===== config.mk =====
export PLATFORM = sky130hd
export DESIGN_NAME = hazard_stall_ctrl
export DESIGN_NICKNAME = d
export VERILOG_FILES = /design/src/rtl/hazard_stall_ctrl.sv
export SDC_FILE = /design/constraint.sdc
export NUM_CORES = 1
export LEC_CHECK = 0
export BUFFER_PORTS_ARGS = -buffer_cell sky130_fd_sc_hd__clkbuf_2
export CORE_MARGIN = 2
export CORE_UTILIZATION = 50
export DETAILED_ROUTE_END_ITERATION = 7
export PLACE_DENSITY = 0.72
export SYNTH_ARGS = -nofsm -noshare
export SYNTH_HDL_FRONTEND = slang
export SYNTH_SLANG_ARGS = --single-unit

===== constraint.sdc =====
create_clock -name clk -period 5.35 [get_ports clk]
set_input_delay 1.07 -clock clk [delete_from_list [all_inputs] [get_ports clk]]
set_output_delay 1.07 -clock clk [all_outputs]
set_load 0.03 [all_outputs]

===== src/rtl/hazard_stall_ctrl.sv =====
// ============================================================================
// Module   : hazard_stall_ctrl
// Purpose  : Load-use bubble, memory-wait freeze and branch flush control.
//            Optional perf counters enabled by defining HAZARD_PERF_CNT_EN.
// Revision : 1.0 - initial release
// ============================================================================
`timescale 1ns/1ps
`default_nettype none

module hazard_stall_ctrl #(
  parameter int TIMEOUT = 255,
  parameter int CNT_W   = 32
) (
  input  logic             clk,
  input  logic             reset_n,
  input  logic [4:0]       ifid_rs,
  input  logic [4:0]       ifid_rt,
  input  logic             ifid_uses_rt,
  input  logic             idex_memread,
  input  logic [4:0]       idex_rt,
  input  logic             branch_taken,
  input  logic             dmem_req,
  input  logic             dmem_ack,
  output logic             pc_write,
  output logic             ifid_write,
  output logic             ifid_flush,
  output logic             idex_bubble,
  output logic             pipe_freeze,
  output logic             mem_timeout
`ifdef HAZARD_PERF_CNT_EN
  ,
  output logic [CNT_W-1:0] stall_cycles,
  output logic [CNT_W-1:0] bubble_count,
  output logic [CNT_W-1:0] flush_count
`endif
);

  localparam logic [15:0] c_timeout = 16'(TIMEOUT);

  generate
    if (TIMEOUT < 1 || TIMEOUT > 65535 || CNT_W < 1) begin : g_param_check
      $error("hazard_stall_ctrl: TIMEOUT must be 1..65535 and CNT_W >= 1");
    end
  endgenerate

  typedef enum logic [1:0] {
    ST_RUN      = 2'd0,
    ST_MEM_WAIT = 2'd1,
    ST_ERROR    = 2'd2
  } state_t;

  state_t      r_state, w_state_nxt;
  logic [15:0] r_wait_cnt, w_wait_cnt_nxt;
  logic        r_mem_timeout, w_mem_timeout_nxt;
  logic        w_mem_stall;
  logic        w_load_use;

  always_ff @(posedge clk or negedge reset_n) begin
    if (!reset_n) begin
      r_state       <= ST_RUN;
      r_wait_cnt    <= 16'd0;
      r_mem_timeout <= 1'b0;
    end else begin
      r_state       <= w_state_nxt;
      r_wait_cnt    <= w_wait_cnt_nxt;
      r_mem_timeout <= w_mem_timeout_nxt;
    end
  end

  always_comb begin
    w_state_nxt       = r_state;
    w_wait_cnt_nxt    = r_wait_cnt;
    w_mem_timeout_nxt = r_mem_timeout;
    case (r_state)
      ST_RUN: begin
        if (dmem_req && !dmem_ack) begin
          w_state_nxt    = ST_MEM_WAIT;
          w_wait_cnt_nxt = 16'd1;
        end
      end
      ST_MEM_WAIT: begin
        if (dmem_ack) begin
          w_state_nxt    = ST_RUN;
          w_wait_cnt_nxt = 16'd0;
        end else if (r_wait_cnt == c_timeout) begin
          w_state_nxt       = ST_ERROR;
          w_mem_timeout_nxt = 1'b1;
        end else begin
          w_wait_cnt_nxt = r_wait_cnt + 16'd1;
        end
      end
      ST_ERROR: begin
        // Only reset_n leaves ERROR.
        w_state_nxt = ST_ERROR;
      end
      default: begin
        w_state_nxt    = ST_RUN;
        w_wait_cnt_nxt = 16'd0;
      end
    endcase
  end

  assign w_mem_stall = ((r_state == ST_RUN) && dmem_req && !dmem_ack) ||
                       ((r_state == ST_MEM_WAIT) && !dmem_ack) ||
                       (r_state == ST_ERROR);

  assign w_load_use = idex_memread && (idex_rt != 5'd0) &&
                      ((idex_rt == ifid_rs) || (ifid_uses_rt && (idex_rt == ifid_rt)));

  // Freeze beats branch beats load-use; a squashed younger instr needs no stall.
  always_comb begin
    pc_write    = 1'b1;
    ifid_write  = 1'b1;
    ifid_flush  = 1'b0;
    idex_bubble = 1'b0;
    pipe_freeze = 1'b0;
    if (w_mem_stall) begin
      pc_write    = 1'b0;
      ifid_write  = 1'b0;
      pipe_freeze = 1'b1;
    end else if (branch_taken) begin
      ifid_flush  = 1'b1;
      idex_bubble = 1'b1;
    end else if (w_load_use) begin
      pc_write    = 1'b0;
      ifid_write  = 1'b0;
      idex_bubble = 1'b1;
    end
  end

  assign mem_timeout = r_mem_timeout;

`ifdef HAZARD_PERF_CNT_EN
  logic [CNT_W-1:0] r_stall_cycles, r_bubble_count, r_flush_count;

  // A bubble without a flush is exactly the load-use case.
  always_ff @(posedge clk or negedge reset_n) begin
    if (!reset_n) begin
      r_stall_cycles <= '0;
      r_bubble_count <= '0;
      r_flush_count  <= '0;
    end else begin
      if (pipe_freeze && (r_stall_cycles != '1))
        r_stall_cycles <= r_stall_cycles + 1'b1;
      if (idex_bubble && !ifid_flush && (r_bubble_count != '1))
        r_bubble_count <= r_bubble_count + 1'b1;
      if (ifid_flush && (r_flush_count != '1))
        r_flush_count <= r_flush_count + 1'b1;
    end
  end

  assign stall_cycles = r_stall_cycles;
  assign bubble_count = r_bubble_count;
  assign flush_count  = r_flush_count;
`endif

endmodule

`default_nettype wire


After elaboration in Yosys (flattened, before gate mapping)
Cells that the tools add are included.

storage, ports and cells
  register bits after elaboration = 19
  output and inout bits = 6
  word-level logic and storage cells = 47

operators by class
  $add $sub $neg = 1
  equality and inequality tests = 8
  mux-type cells = 17
  bitwise gates (word level) = 2
  reduce and logical (&&, ||, !) cells = 16

operators by type and width
  cell                                                               number
  16-bit 2-to-1 mux                                                  3
  16-bit case mux with 3 select lines                                1
  16-bit by 1-bit adder with 16-bit output (second input constant)   1
  16-bit by 8-bit == test with 1-bit output (second input constant)  1
  5-bit == test                                                      2
  1-bit 2-to-1 mux                                                   9
  1-bit logical AND                                                  7
  2-bit 2-to-1 mux                                                   3
  3-bit != test (second input constant)                              2
  2-bit case mux with 3 select lines                                 1
  3-bit AND reduction                                                2
  5-bit nonzero test                                                 1
  1-bit logical OR                                                   3
  2-bit by 1-bit == test with 1-bit output (second input constant)   1
  2-bit == test (second input constant)                              1
  2-bit logical NOT                                                  1
  2-bit != test (second input constant)                              1
  1-bit inverter                                                     2
  2-bit AND reduction                                                1
  1-bit logical NOT                                                  1

Longest topological paths before layout
  word-level depth = 7
  gate-level depth with buffers = 6

Worst setup path before layout
No wires, ideal clock.

  kind = input to output
  from = input dmem_req
  to = output idex_bubble
  arrival time = 2441 ps
  required time = 4280 ps
  slack = 1839 ps
  stages on the path = 4
  buffers on the path = 0
  cells stage by stage = nor2_1 o31a_1 clkinv_1 o31ai_1

on the way
  word-level cells in the longest chain between the ends = 5

ends and longest elaborated chain
  what                            RTL line  source
  from (decl)                     22        input logic dmem_req,
  1-bit logical AND (2 in a row)  103       assign w_mem_stall = ((r_state == ST_RUN) && dmem_req && !dmem_ack) ||
  1-bit logical OR                103
  1-bit logical OR                104       ((r_state == ST_MEM_WAIT) && !dmem_ack) ||
  1-bit 2-to-1 mux                117       if (w_mem_stall) begin
  to (decl)                       27        output logic idex_bubble,

Every way passes these cells.

Worst setup path in the final report
  from = input idex_rt[4]
  to = output pc_write

on the way
  word-level cells in the longest chain between the ends = 7
  elaborated cells on any way between the ends = 10
  those cells by class = eq/ne: 2; mux: 3; reduce/logical: 5

ends and longest elaborated chain
  what                 RTL line  source
  from (decl)          20        input logic [4:0] idex_rt,
  5-bit == test        108       ((idex_rt == ifid_rs) || (ifid_uses_rt && (idex_rt == ifid_rt)));
  1-bit logical AND    108
  1-bit logical OR     108
  1-bit logical AND *  107       assign w_load_use = idex_memread && (idex_rt != 5'd0) &&
  1-bit 2-to-1 mux *   124       end else if (w_load_use) begin
  1-bit 2-to-1 mux *   121       end else if (branch_taken) begin
  1-bit 2-to-1 mux *   117
  to (decl)            24        output logic pc_write,

Every way passes the cells marked *; elsewhere a longest branch is shown, timed or not.

==> impl.org <==
** Logic synthesis
- After Yosys synthesis, and, or, nand and nor cells account for roughly a quarter of the synthesized area.
- The synthesized netlist devotes 6.76% of its cell area to XOR and XNOR gates.
- Summed over all instances, the cell type with the most area after synthesis is dfrtp_1.
- Top-area cell type share of the netlist area :: 36.7%
- After synthesis, the cell types taking the most area are dfrtp_1 (37%), xor2_1 (6.1%), a31oi_1 (3.9%).
- Number of instances in the synthesized netlist :: between 100 and 150
- Yosys warning count :: 0
- The synthesized netlist devotes 25.5% of its cell area to compound gates.
- Measured against the total synthesized area, the mux share comes to 0%.
- Yosys instantiated no cell more often than dfrtp_1.
- After synthesis, the mean cell area works out to just over 9 um^2.
- Adder-cell area share of the yosys netlist :: less than 1%
- Async set-reset flop share out of synthesis :: 100%
- Prevailing post-synth register cell :: dfrtp_1
- Unique masters post-synth :: between 40 and 50
- Sequential elements use between 30 and 40% of the synthesized area.
- Synthesis inferred 19 register bits.
- The cell area that synthesis handed to floorplanning was between 1000 and 1500 um^2.
- Post-Synthesis Net Count :: 166
- Counting instances in the post-synthesis netlist gives the leading cell types as dfrtp_1 (19), nand2_1 (13), nand3_1 (10), xor2_1 (9), a31oi_1 (8).
- EDFF count, synth :: 0
- Dominant combinational cell family by area after synthesis :: compound AO/OA/AOI/OAI gates

** Floorplan
- Die Height :: roughly 55 um
- Number of I/O pins :: 28
- Number of rows in the core area :: 18
- Total die area :: approximately 3000 um^2
- Measured along the x axis, the die boundary spans between 50 and 60 um.
- The initial utilization of the core area, before any placement, comes to between 50% and 60%.
- After floorplanning, the core was sized to cover about 2500 um^2.

** Job
- The tool flagged a number of max-cap violations equal to 0.

** Setup path
- Type of the worst setup path :: in -> out
- Traced cell by cell, the critical path runs through clkbuf_2 > xor2_1 > nor4_1 > a32oi_1 > o31a_1 > clkbuf_2.
- Data required time of the critical path :: between 4000 and 5000 ps
- Critical path's largest stage delay :: 310 ps
- Worst path bufs/invs :: 2
- The most numerous cell type found on the critical path is clkbuf_2.
- Slowest CP cell :: o31a_1
- Critical Path End Type :: output pin
- At the worst endpoint, the arrival time is about 2300 ps.
- The worst setup path is launched from an input port.
- In this run the worst path has a maximum fanout of 3.
- The number of cells on the worst reg-to-reg path is 3.
- Kind of cell with the highest combined delay on the critical path :: compound AO/OA/AOI/OAI gates
- Count of cell instances traversed by the critical path :: 6

** Route
- The first TritonRoute pass finished after 4 iterations.
- In the final routed layout, each cell accounts on average for roughly 16 um.
- Wirelength, routed :: approximately 3200 um
- Number of vias in the routed layout :: between 1000 and 1500
- Drc violations :: 0
- Iter 0 DRT Violations :: 32
- Vias/cell :: around 6.5
- Count of nets left with antenna violations after detail routing :: 0

** Finish
- Counting the fill cells in the layout gives 225.
- Area Overhead vs Synth :: 11.4%
- Summing all non-filler instances in the final layout gives an area of 1440 um^2.
- The net count of the finished layout is roughly 190.
- Cells with a size suffix above 1 make up roughly 22% of the layout.
- The number of antenna diodes in the final layout is 0.

** STA
- Setup violations remaining at the end of the flow were counted as 0.
- The final hold violation count was 0.
- Summed over all failing endpoints, the final setup total negative slack is 0 ps.
- For the finished layout, the period the worst path requires is approximately 3400 ps.
- Worst clock skew on the final layout :: 15.4 ps
- The number of max-slew violations in the final report came to 0.
- The worst pin sits at a relative slew slack of between 20% and 30%.
- Portion of the clock cycle consumed by the worst path in the final layout :: a little over three fifths
- Maximum achievable frequency :: a little under 300 MHz
- Unrepaired setup endpoints after global routing :: no
- For the pin with the worst max-slew slack, the measured transition is ~1100 ps.

** Pwr
- Leakage power of the design :: about 0.00067 uW
- P per Cell Area :: between 150 and 200 nW/um^2
- Across the VDD grid, the largest voltage drop is around 160 uV.

** Place
- In this run the tool buffered the top-level ports with 27 buffer cells.
- At the end of routability-driven placement, the weighted congestion stood at 0.818.
- Cell area after placement :: around 1400 um^2
- Once detailed placement completed, the half-perimeter wirelength came to 2260 um.

** Outcome
- Status :: completed

** Global routing
- Wire length of the first global-routing pass :: slightly above 5000 um
- Maximum number of pins on one net before global-route repair :: 20
- Summed over all layers, the global routing overflow is 0.
- Via count of the first global-routing pass :: 1067
- The number of antenna violations at the first check in global routing is 0.
- Across every metal layer, demand over resource in global routing totals between 20% and 30%.

** Clock tree
- For this design, the CTS-stage hold fixing added 0 buffers.
- Bufs on Longest Clock Path :: 2
- Setup repair bufs after CTS :: 0
- Clock tree synthesis found a total of 19 sinks.
- After clock tree synthesis, the clock-pin slew on the worst setup and hold paths is about 110 ps.
- TritonCTS built the clock tree.
- At the later pin of the worst-skew pair, clock insertion delay measures approximately 310 ps.
- Clock buffers created by TritonCTS :: 3
- Quantity of gates resized following cts :: 0
- CTS H-tree lvls :: 1
- The tree is rooted in a clkbuf_4.

** Worst hold path
- Along the worst hold path, the cell count comes to 1.
- Hold WC Path Type :: reg -> reg
## per-stage QoR
stage	instances	util [%]	setup WS, ps	hold slack, ps	total power, uW
global placement	191	57.1	2050	454	210
floorplan	143	-	1840	504	190
finish	195	58.3	1980	492	288
CTS	195	58.3	1970	489	291
global route	195	58.3	1870	519	304
detailed placement	191	57.1	1970	459	212
## cell usage in the layout (no fill, tap or decap), types with 2 or more instances in the layout
| cell | count |
|---|---|
| clkbuf_2 | 27 |
| dfrtp_1 | 19 |
| nand2_1 | 13 |
| nand3_1 | 10 |
| xor2_1 | 9 |
| a31oi_1 | 8 |
| nor2_1 | 7 |
| and3_1 | 6 |
| o21ai_1 | 5 |
| nand4_1 | 4 |
| a41oi_1 | 4 |
| a31o_1 | 4 |
| nand2b_1 | 3 |
| or4_1 | 3 |
| a21oi_1 | 3 |
| clkbuf_4 | 3 |
| o31a_1 | 2 |
| o31ai_1 | 2 |
| inv_1 | 2 |
| nor4_2 | 2 |
| and4_4 | 2 |
| a21o_1 | 2 |
| o211ai_1 | 2 |
| o311ai_1 | 2 |
| o21ai_0 | 2 |
| a32o_1 | 2 |
## state kept, by name, summed over array words and instances, names as in the netlist
register	flops
r_wait_cnt	16
r_state	2
mem_timeout	1
## worst register-to-register path: cells and delay by family (launching register included)
family | cells | cell delay, ps
AO/OA/AOI/OAI | 1 | 320
AND/OR/NAND/NOR | 2 | 1080
flip-flops | 1 | 510
## kinds of logic (layout without fill, tap and decap cells)
logic type / after synthesis / after routing
and+or+nand+nor: 56 / 56
AOI/OAI and AO/OA: 45 / 45
DFF: 19 / 19
buffers and inverters: 12 / 34
xor gates and xnor gates: 10 / 10
adders and majority gates: 1 / 1
## per-layer routing
layer	global-route usage, %	part of all wire, %	wire length, um
met1	35.1	46	1460
met2	35.7	49	1550
met3	4.57	3.9	125
met5	0	0	0
met4	8.13	0.88	28
## worst paths after layout
path | end | startpoint | slack, ps
worst max-delay path | pc_write | idex_rt[4] | 1980
worst min-delay path | mem_timeout | mem_timeout | 490
worst max register to register | r_wait_cnt[11] | r_state[0] | 3320
worst min register to register | mem_timeout | mem_timeout | 490
max in group asynchronous | r_wait_cnt[14] | reset_n | 4310
min in group asynchronous | r_wait_cnt[12] | reset_n | 690
## area by class of cell
cell class | count | area, um^2 | share of cell area, %
repair buffers | 27 | 135 | 9.36
inverters | 3 | 11.3 | 0.780
clock buffers | 3 | 22.5 | 1.56
flip-flops and latches | 19 | 475 | 32.9
multi-input cells | 112 | 754 | 52.3
well taps | 30 | 37.5 | 2.60
clock inverters | 1 | 7.51 | 0.520
## power by group
group          total [uW]  switching [uW]  internal, uW
Sequential            154            7.07           147
Clock                78.3            49.8          28.5
Combinational        55.2            33.4          21.8
Total                 288            90.3           197
No activity file was read; power rests on OpenSTA's default activity.
